File: src/rtl/risc_mips_pkg.sv
// Shared MIPS32 definitions: opcodes, fetch state encoding, word width.
// Used by the prefetch queue (optional PFQ_BYPASS_EN build) and its FIFO.
package risc_mips_pkg;

   localparam int IR_W = 32;

   localparam logic [5:0] OP_ADD   = 6'b000000;
   localparam logic [5:0] OP_SUB   = 6'b000001;
   localparam logic [5:0] OP_AND   = 6'b000010;
   localparam logic [5:0] OP_OR    = 6'b000011;
   localparam logic [5:0] OP_SLT   = 6'b000100;
   localparam logic [5:0] OP_MUL   = 6'b000101;
   localparam logic [5:0] OP_LW    = 6'b001000;
   localparam logic [5:0] OP_SW    = 6'b001001;
   localparam logic [5:0] OP_ADDI  = 6'b001010;
   localparam logic [5:0] OP_SUBI  = 6'b001011;
   localparam logic [5:0] OP_SLTI  = 6'b001100;
   localparam logic [5:0] OP_BNEQZ = 6'b001101;
   localparam logic [5:0] OP_BEQZ  = 6'b001110;
   localparam logic [5:0] OP_HLT   = 6'b111111;

   typedef enum logic [1:0] {
      ST_REQ,
      ST_WAIT,
      ST_DISCARD,
      ST_HALT
   } fetch_state_e;

   function automatic logic is_hlt(input logic [5:0] op);
      return op == OP_HLT;
   endfunction

endpackage

File: src/rtl/pfq_fifo.sv
// Prefetch FIFO of {ir, npc} with a registered head that holds its
// last value while the queue is empty.
module pfq_fifo
   import risc_mips_pkg::*;
#(
   parameter int DEPTH = 4,
   parameter int NPC_W = 10,
   localparam int PTR_W = $clog2(DEPTH),
   localparam int CNT_W = PTR_W + 1
) (
   input  logic             CLK1,
   input  logic             RST,
   input  logic             push,
   input  logic             pop,
   input  logic             flush,
   input  logic [IR_W-1:0]  wr_ir,
   input  logic [NPC_W-1:0] wr_npc,
   output logic [CNT_W-1:0] count,
   output logic [IR_W-1:0]  head_ir,
   output logic [NPC_W-1:0] head_npc
);

   logic [IR_W-1:0]  mem_ir  [DEPTH];
   logic [NPC_W-1:0] mem_npc [DEPTH];
   logic [PTR_W-1:0] rd_ptr;
   logic [PTR_W-1:0] wr_ptr;
   logic [PTR_W-1:0] rd_nxt;

   assign rd_nxt = rd_ptr + 1'b1;

   always_ff @(posedge CLK1) begin
      if (push && !flush) begin
         mem_ir[wr_ptr]  <= wr_ir;
         mem_npc[wr_ptr] <= wr_npc;
      end
   end

   // head tracks mem[rd_ptr] whenever the queue holds an entry
   always_ff @(posedge CLK1) begin
      if (RST) begin
         rd_ptr   <= '0;
         wr_ptr   <= '0;
         count    <= '0;
         head_ir  <= '0;
         head_npc <= '0;
      end else if (flush) begin
         rd_ptr <= '0;
         wr_ptr <= '0;
         count  <= '0;
      end else begin
         if (push) wr_ptr <= wr_ptr + 1'b1;
         if (pop)  rd_ptr <= rd_nxt;
         count <= count + CNT_W'(push) - CNT_W'(pop);
         if (pop && count > CNT_W'(1)) begin
            head_ir  <= mem_ir[rd_nxt];
            head_npc <= mem_npc[rd_nxt];
         end else if (push && (count == '0 || pop)) begin
            head_ir  <= wr_ir;
            head_npc <= wr_npc;
         end
      end
   end

endmodule

File: src/rtl/ifetch_prefetch_queue.sv
// Instruction prefetch queue: one outstanding imem read, FIFO to IF/ID.
// Define PFQ_BYPASS_EN to forward a response straight to an empty head.
module ifetch_prefetch_queue
   import risc_mips_pkg::*;
#(
   parameter int ADDR_W = 10,
   parameter int DEPTH = 4,
   parameter logic [ADDR_W-1:0] RESET_PC = '0
) (
   input  logic                     CLK1,
   input  logic                     RST,
   input  logic                     redirect_valid,
   input  logic [ADDR_W-1:0]        redirect_pc,
   output logic                     imem_req,
   output logic [ADDR_W-1:0]        imem_addr,
   input  logic                     imem_gnt,
   input  logic                     imem_rvalid,
   input  logic [31:0]              imem_rdata,
   output logic                     out_valid,
   input  logic                     out_ready,
   output logic [31:0]              out_ir,
   output logic [ADDR_W-1:0]        out_npc,
   output logic [$clog2(DEPTH):0]   q_count,
   output logic                     halted
);

   localparam int CNT_W = $clog2(DEPTH) + 1;

   fetch_state_e      state;
   fetch_state_e      state_nxt;
   logic [ADDR_W-1:0] fetch_pc;
   logic [ADDR_W-1:0] pend_pc;
   logic [ADDR_W-1:0] rsp_npc;
   logic [IR_W-1:0]   head_ir;
   logic [ADDR_W-1:0] head_npc;
   logic              grant;
   logic              rsp_live;
   logic              rsp_hlt;
   logic              q_empty;
   logic              byp;
   logic              push;
   logic              pop;

   assign q_empty  = q_count == '0;
   assign rsp_live = (state == ST_WAIT) && imem_rvalid;
   assign rsp_hlt  = is_hlt(imem_rdata[31:26]);
   assign rsp_npc  = pend_pc + 1'b1;

   assign imem_req = (state == ST_REQ) && (q_count < CNT_W'(DEPTH))
                     && !redirect_valid && !RST;
   assign imem_addr = fetch_pc;
   assign grant     = imem_req && imem_gnt;

`ifdef PFQ_BYPASS_EN
   assign byp = q_empty && rsp_live;
`else
   assign byp = 1'b0;
`endif

   assign out_valid = (!q_empty || byp) && !redirect_valid && !RST;
   assign out_ir    = byp ? imem_rdata : head_ir;
   assign out_npc   = byp ? rsp_npc : head_npc;

   assign pop  = out_valid && out_ready && !q_empty;
   assign push = rsp_live && !redirect_valid && !(byp && out_ready);

   always_comb begin
      state_nxt = state;
      unique case (state)
         ST_REQ:     if (grant) state_nxt = ST_WAIT;
         ST_WAIT:    if (imem_rvalid) state_nxt = rsp_hlt ? ST_HALT : ST_REQ;
         ST_DISCARD: if (imem_rvalid) state_nxt = ST_REQ;
         ST_HALT:    state_nxt = ST_HALT;
         default:    state_nxt = ST_REQ;
      endcase
      // a read still in flight must be absorbed before refetching
      if (redirect_valid)
         state_nxt = ((state == ST_WAIT || state == ST_DISCARD) && !imem_rvalid)
                     ? ST_DISCARD : ST_REQ;
   end

   always_ff @(posedge CLK1) begin
      if (RST) begin
         state    <= ST_REQ;
         fetch_pc <= RESET_PC;
         pend_pc  <= '0;
         halted   <= 1'b0;
      end else begin
         state <= state_nxt;
         if (redirect_valid) begin
            fetch_pc <= redirect_pc;
            halted   <= 1'b0;
         end else begin
            if (grant) begin
               pend_pc  <= fetch_pc;
               fetch_pc <= fetch_pc + 1'b1;
            end
            if (rsp_live && rsp_hlt) halted <= 1'b1;
         end
      end
   end

   pfq_fifo #(
      .DEPTH (DEPTH),
      .NPC_W (ADDR_W)
   ) u_fifo (
      .CLK1     (CLK1),
      .RST      (RST),
      .push     (push),
      .pop      (pop),
      .flush    (redirect_valid),
      .wr_ir    (imem_rdata),
      .wr_npc   (rsp_npc),
      .count    (q_count),
      .head_ir  (head_ir),
      .head_npc (head_npc)
   );

endmodule

File: config.mk
export PLATFORM = sky130hd
export DESIGN_NAME = ifetch_prefetch_queue
export DESIGN_NICKNAME = d
export VERILOG_FILES = /design/src/rtl/risc_mips_pkg.sv /design/src/rtl/pfq_fifo.sv /design/src/rtl/ifetch_prefetch_queue.sv
export SDC_FILE = /design/constraint.sdc
export NUM_CORES = 1
export LEC_CHECK = 0
export CAP_MARGIN = 0
export CELL_PAD_IN_SITES_DETAIL_PLACEMENT = 0
export CELL_PAD_IN_SITES_GLOBAL_PLACEMENT = 1
export CORE_MARGIN = 4
export CORE_UTILIZATION = 40
export CTS_CLUSTER_DIAMETER = 100
export CTS_CLUSTER_SIZE = 8
export DETAILED_ROUTE_END_ITERATION = 7
export PLACE_DENSITY = 0.78
export SLEW_MARGIN = 20
export SYNTH_ARGS = -nofsm -noshare
export SYNTH_HDL_FRONTEND = slang
export SYNTH_SLANG_ARGS = --single-unit
File: constraint.sdc
create_clock -name CLK1 -period 6.74 [get_ports CLK1]
set_clock_uncertainty 0.15 [all_clocks]
set_input_delay 1.348 -clock CLK1 [delete_from_list [all_inputs] [get_ports CLK1]]
set_output_delay 1.348 -clock CLK1 [all_outputs]
set_load 0.005 [all_outputs]
==> results.ini <==
[critical_path]
end_kind=output pin
cp_max_fo=29
worst_ep_required_time_ns=5.24
worstSetupPathType=in -> out
critPathLaunchType=input pin
arrival_ns=3.69

[yosys]
synth_fp_nets=711
netlist.area_leader.share=0.517
avgSynthCellArea_um2=15.0
yosysTopAreaCell=edfxtp_1
yosys.area_share.simple=0.0641
synth-seq-cells=240
syn_inst=650
yosys_warnings=0
ys_dominant_reg_cell=edfxtp_1
synth_mux_area_frac=0.133
synth_edf_count=168
synth_fa_ha_area_frac=0.0174
ys_seq_area_frac=0.665
synth_top_family_by_area=multiplexers
synth_common_cells=edfxtp_1, dfxtp_1, a21oi_1
synth_most_common_cell=edfxtp_1
synth.area.top_cells=edfxtp_1, dfxtp_1, mux4_2
syn-cell-area_um2=9760
synthArstFlopShare=0
synth_xor_area_frac=0.00718
synth_cell_type_count=56
synth_compound_area_frac=0.0862

[cts]
cts_tree=done
numCtsBuffers=35
cts_setup_buffers=0
htree_levels=2
cts-hold-fix-buffers=0
cts_resized=0
clockRootBuffer=clkbuf_16
clkTransAtPathRegs_ns=0.05
clk_latency_ns=0.49
clkSinkCount=240
clockBufferDepth=3

[die]
start_util=0.411
rows=56
die_w_um=164
coreArea_um2=23800
die_area_um2=27000
die_y_um=164
ios=106

[global_routing]
grt_pass1_vias=6221
grt.total_usage=0.164
grt_pass1_wl_mm=34.7
antenna_found_initial=0
grt_max_degree=44
grt_overflow=0

[cells_and_area]
final_cell_area_um2=12100
nets=822
areaGrowthSynthToFinish_pct=24.3
stdcell_count=1104
diodes=0
post_route_cells_drive_above_1_share=0.138

[sta]
hold_viol_final=0
period_minus_slack_ns=5.19
rsz0062_at_grt=no
setup_viol=0
timing.final.crit_share=0.770
fmax_mhz=193
setup_tns_ns=0
tightest_slew_ns=0.993
drv_slew=0
maxSlewHeadroom=0.336

[routing]
wl_per_cell_um=19.8
drt-pass1-iter-count=5
drtIter0Drc=382
vias=5964
drc=0
final_antenna_net_count=0
drt-vias-per-instance=5.40
wirelength_mm=21.9

[outcome]
status=finished, final reports clean

[run]
timing.max_cap.violations=0

[place]
io_buffers=105
dp.cells=1043
hpwl_mm=13.1
dpl-instance-area_um2=11100
gp_congestion=0.818

[power]
pwr_density_cell_nw_per_um2=277
leakage_nw=4.04
peakVddDrop_uv=185

[worst_hold_path]
hp-class=reg -> reg

==> flip-flops by register name (all words and copies together) (netlist names) <==
register         count
u_fifo.mem_ir      128
u_fifo.mem_npc      40
u_fifo.head_ir      32
imem_addr           10
pend_pc             10
u_fifo.head_npc     10
u_fifo.count         3
state                2
u_fifo.rd_ptr        2
u_fifo.wr_ptr        2
halted               1
==> cells by family after synthesis <==
group	after synthesis
buf+inv	57
simple gates	123
fa+ha+maj	13
compound gates	132
flops	240
xor+xnor	8
mux	77
==> metal layers <==
metal | vias to the layer above | track usage | routed length, µm | share of wire
met5 | - | 0 | 0 | 0
met2 | 196 | 0.263 | 10400 | 0.48
met3 | 36 | 0.0366 | 1370 | 0.063
li1 | 2763 | - | - | -
met4 | 0 | 0.0423 | 388 | 0.018
met1 | 2969 | 0.229 | 9690 | 0.44
==> metrics by stage <==
stage	total power, mW	setup slack, ns	util	hold WS [ns]
finish	3.36	1.55	0.511	0.324
global route	3.49	1.44	0.511	0.353
CTS	3.40	1.56	0.511	0.327
detailed placement	1.80	1.36	0.468	0.314
global placement	1.79	1.53	0.468	0.315
floorplan	1.71	3.05	-	0.298
==> worst max-delay path, stage by stage <==
cell	delay, ns
clkdlybuf4s50_1	0.93
or4b_4	0.81
clkinv_4	0.10
clkdlybuf4s50_1	0.50
==> final cells by class <==
cell class | count | area [µm²]
multi-input combinational | 353 | 3030
sequential | 240 | 6490
timing repair buffer | 116 | 1130
tap | 319 | 399
fill | 1972 | 11600
clock buffer | 61 | 1020
inverter | 15 | 61.3
==> placed cells by master (no fill, tap or decap), types with 2 or more instances in the layout <==
| master | n |
|---|---|
| a22oi_1 | 2 |
| a311oi_1 | 7 |
| or2_2 | 6 |
| inv_1 | 13 |
| a31oi_1 | 4 |
| buf_4 | 11 |
| or2_0 | 2 |
| clkbuf_16 | 37 |
| and2_2 | 4 |
| and3_1 | 2 |
| nand2b_1 | 3 |
| a21oi_1 | 56 |
| and2_1 | 2 |
| nor3_1 | 17 |
| xnor2_1 | 4 |
| or3_1 | 2 |
| xor2_1 | 4 |
| dfxtp_1 | 70 |
| or3b_1 | 2 |
| edfxtp_1 | 168 |
| clkdlybuf4s50_1 | 105 |
| nand3_1 | 9 |
| o21a_1 | 6 |
| nand2_1 | 45 |
| mux4_2 | 42 |
| o31ai_1 | 35 |
| nor2_1 | 13 |
| nand4_1 | 5 |
| nor3_4 | 2 |
| a211oi_1 | 2 |
| clkbuf_1 | 24 |
| ha_1 | 12 |
| and4_1 | 2 |
| mux2i_1 | 34 |
| nand3b_1 | 2 |
| o21ai_0 | 11 |
==> where the power goes <==
part	switching [mW]	total (mW)	internal, mW
Clock	0.580	1.59	1.01
Combinational	0.0786	0.155	0.0764
Sequential	0.0172	1.62	1.60
==> worst paths after layout <==
check | from | endpoint | slack (ns) | depth (start not counted)
worst max-delay path | redirect_valid | imem_req | 1.55 | 4
worst min register to register | halted | halted | 0.32 | 1
worst max register to register | state[1] | u_fifo.head_ir[8] | 3.68 | 8
worst min-delay path | halted | halted | 0.32 | 1
Note: power is estimated with default switching activity, not from simulation.
==> RTL change (config.mk and constraints unchanged) <==
The option `PFQ_BYPASS_EN` is turned on by a define.
--- a/src/rtl/ifetch_prefetch_queue.sv
+++ b/src/rtl/ifetch_prefetch_queue.sv
@@ -1,5 +1,7 @@
 // Instruction prefetch queue: one outstanding imem read, FIFO to IF/ID.
 // Define PFQ_BYPASS_EN to forward a response straight to an empty head.
+`define PFQ_BYPASS_EN
+
 module ifetch_prefetch_queue
    import risc_mips_pkg::*;
 #(
Behaviour: not the same (a bounded check fails within 4 cycles, from zero or initial values and one cycle with RST high).
==> RTL change against the original RTL <==
Wire length is 8.5% higher; die area up 5.0%; combinational power fell by 6%; worst setup slack worse by 120 ps; power decreased by 0.27%; area after synthesis grew 5.2%; cell area increased by 4.2%; synthesized cell count grew 13%; first-iteration DRC count grew 15%; sequential cell count stayed put; count of clock-buffer cells in the layout grew 1; worst hold slack better by 2.6 ps.
==> RTL change: results (changes against the original RTL) <==
maximum VDD drop=0.149 mV (was 0.185 mV); first-pass GRT wire length=37.7 mm (was 34.7 mm); CTS HTree Levels=2 (unchanged); Yosys cell types=57 (was 56); hold path start=pend_pc[9]$_SDFFE_PP0P_ (was halted$_SDFFE_PP0P_); Fin Hold WS=327 ps (was 324 ps); status=finished, final reports clean (unchanged); Layout Cells excl Fill=1,200 (was 1,104); reg2reg end=u_fifo.head_ir[20]$_SDFFE_PP0P_ (was u_fifo.head_ir[8]$_SDFFE_PP0P_); number of global-route vias before repair=6,650 (was 6,221); # diodes=0 (unchanged); WHS Path Cells=2 (was 1); All-Layer GR Usage=0.167 (was 0.164); Static Leak=0.00415 uW (was 0.00404 uW); DP Wirelength=14.3 mm (was 13.1 mm); slowest CP cell=clkdlybuf4s50_1 (unchanged); NumNets Final=904 (was 822); post-place setup slack=1430 ps (was 1360 ps); layout cells sized above 1=0.177 (was 0.138); Synth top area share=0.491 (was 0.517); Avg Vias per Cell=5.43 (was 5.40); iteration count of the initial detailed-routing pass=5 (unchanged); Pins Over Slew Limit=0 (unchanged); Placed Cells=1,136 (was 1,043); WL final=23.7 mm (was 21.9 mm); Area contributors post-synth=edfxtp_1 49%, dfxtp_1 14%, mux4_2 9.2% (was edfxtp_1 52%, dfxtp_1 15%, mux4_2 9.7%); largest net degree at the start of global routing=47 (was 44); DRT iter0 DRCs=438 (was 382); post-synthesis instance total=736 (was 650); CP Max Fanout=16 (was 29); number of enable flip-flop cells after synthesis=168 (unchanged); placed cell area=11,600 sq um (was 11,100 sq um); Port Buf Inserts=105 (unchanged); post-synthesis sequential area ratio=0.632 (was 0.665); Max-slew headroom=0.377 (was 0.336); Worst Hold End=pend_pc[9]$_SDFFE_PP0P_ (was halted$_SDFFE_PP0P_); flop2flop setup slack=3590 ps (was 3680 ps); Synth Net Count=797 (was 711); WP data arrival=3810 ps (was 3690 ps); Placer Congestion=0.825 (was 0.818); filler cell count=2,152 (was 1,972); total CTS buffers=35 (unchanged); reg2reg path depth=6 (was 8); CP max stage delay=520 ps (was 930 ps); top cells by count, synth=168 x edfxtp_1, 109 x nand2_1, 72 x dfxtp_1, 43 x nor3_1, 42 x mux4_2 (was 168 x edfxtp_1, 72 x dfxtp_1, 56 x a21oi_1, 45 x nand2_1, 42 x mux4_2); CTS Buffer Depth=3 (unchanged)
==> RTL change: through the flow <==
stage,utilization,total power (uW)
after CTS,0.502,3380
final,0.502,3350
after detailed placement,0.461,1770
after global routing,0.502,3470
after floorplan,-,1690
after global placement,0.461,1770
==> RTL change: cell type report <==
| type | count | area, sq um | area share |
|---|---|---|---|
| Clock buffer | 62 | 998 | 0.0790 |
| Multi-Input combinational cell | 432 | 3500 | 0.277 |
| Clock inverter | 2 | 25.0 | 0.00198 |
| Sequential cell | 240 | 6490 | 0.514 |
| Inverter | 16 | 65.1 | 0.00515 |
| Timing Repair Buffer | 118 | 1140 | 0.0905 |
| Tap cell | 330 | 413 | 0.0327 |
==> RTL change: layer usage <==
layer	share of wire	up-vias	global-route usage	wire length (microns)
met5	0	-	0	0
met4	0.012	0	0.0381	291
met3	0.062	24	0.0364	1480
met2	0.46	195	0.262	11000
met1	0.46	3236	0.241	10900
li1	-	3057	-	-
==> RTL change: report_power, final <==
| part | switching, uW | total [uW] | internal [uW] |
|---|---|---|---|
| clock network | 610 | 1610 | 999 |
| registers | 11.3 | 1600 | 1590 |
| logic | 73.1 | 146 | 73.1 |
| total | 694 | 3350 | 2660 |
==> RTL change: cell families after synthesis <==
family                   count (synthesis)  share of synthesized area
flip-flops                             240                      0.632
XOR/XNOR                                 7                    0.00597
AO/OA/AOI/OAI                          102                     0.0739
buffers and inverters                   64                     0.0283
AND/OR/NAND/NOR                        226                      0.105
adder cells (fa/ha/maj)                 13                     0.0166
multiplexers                            84                      0.138
==> RTL change: worst max-delay path by stage <==
stage | cells after the start | slack (ps) | start | to
floorplan | 4 | 2700 | imem_rvalid | out_ir[10]
finish | 6 | 1440 | imem_rvalid | out_ir[30]
CTS | 6 | 1420 | imem_rvalid | out_ir[30]
global route | 6 | 1260 | imem_rvalid | out_npc[6]
detailed placement | 6 | 1430 | imem_rvalid | out_ir[1]
global placement | 6 | 1510 | imem_rvalid | out_ir[30]
==> RTL change: worst reg2reg max path: cells and delay by family, from the launching register on <==
kind	cells	cell delay, ps
simple gates	2	1140
flops	1	330
fa+ha+maj	1	190
compound gates	2	1070
buf+inv	1	90
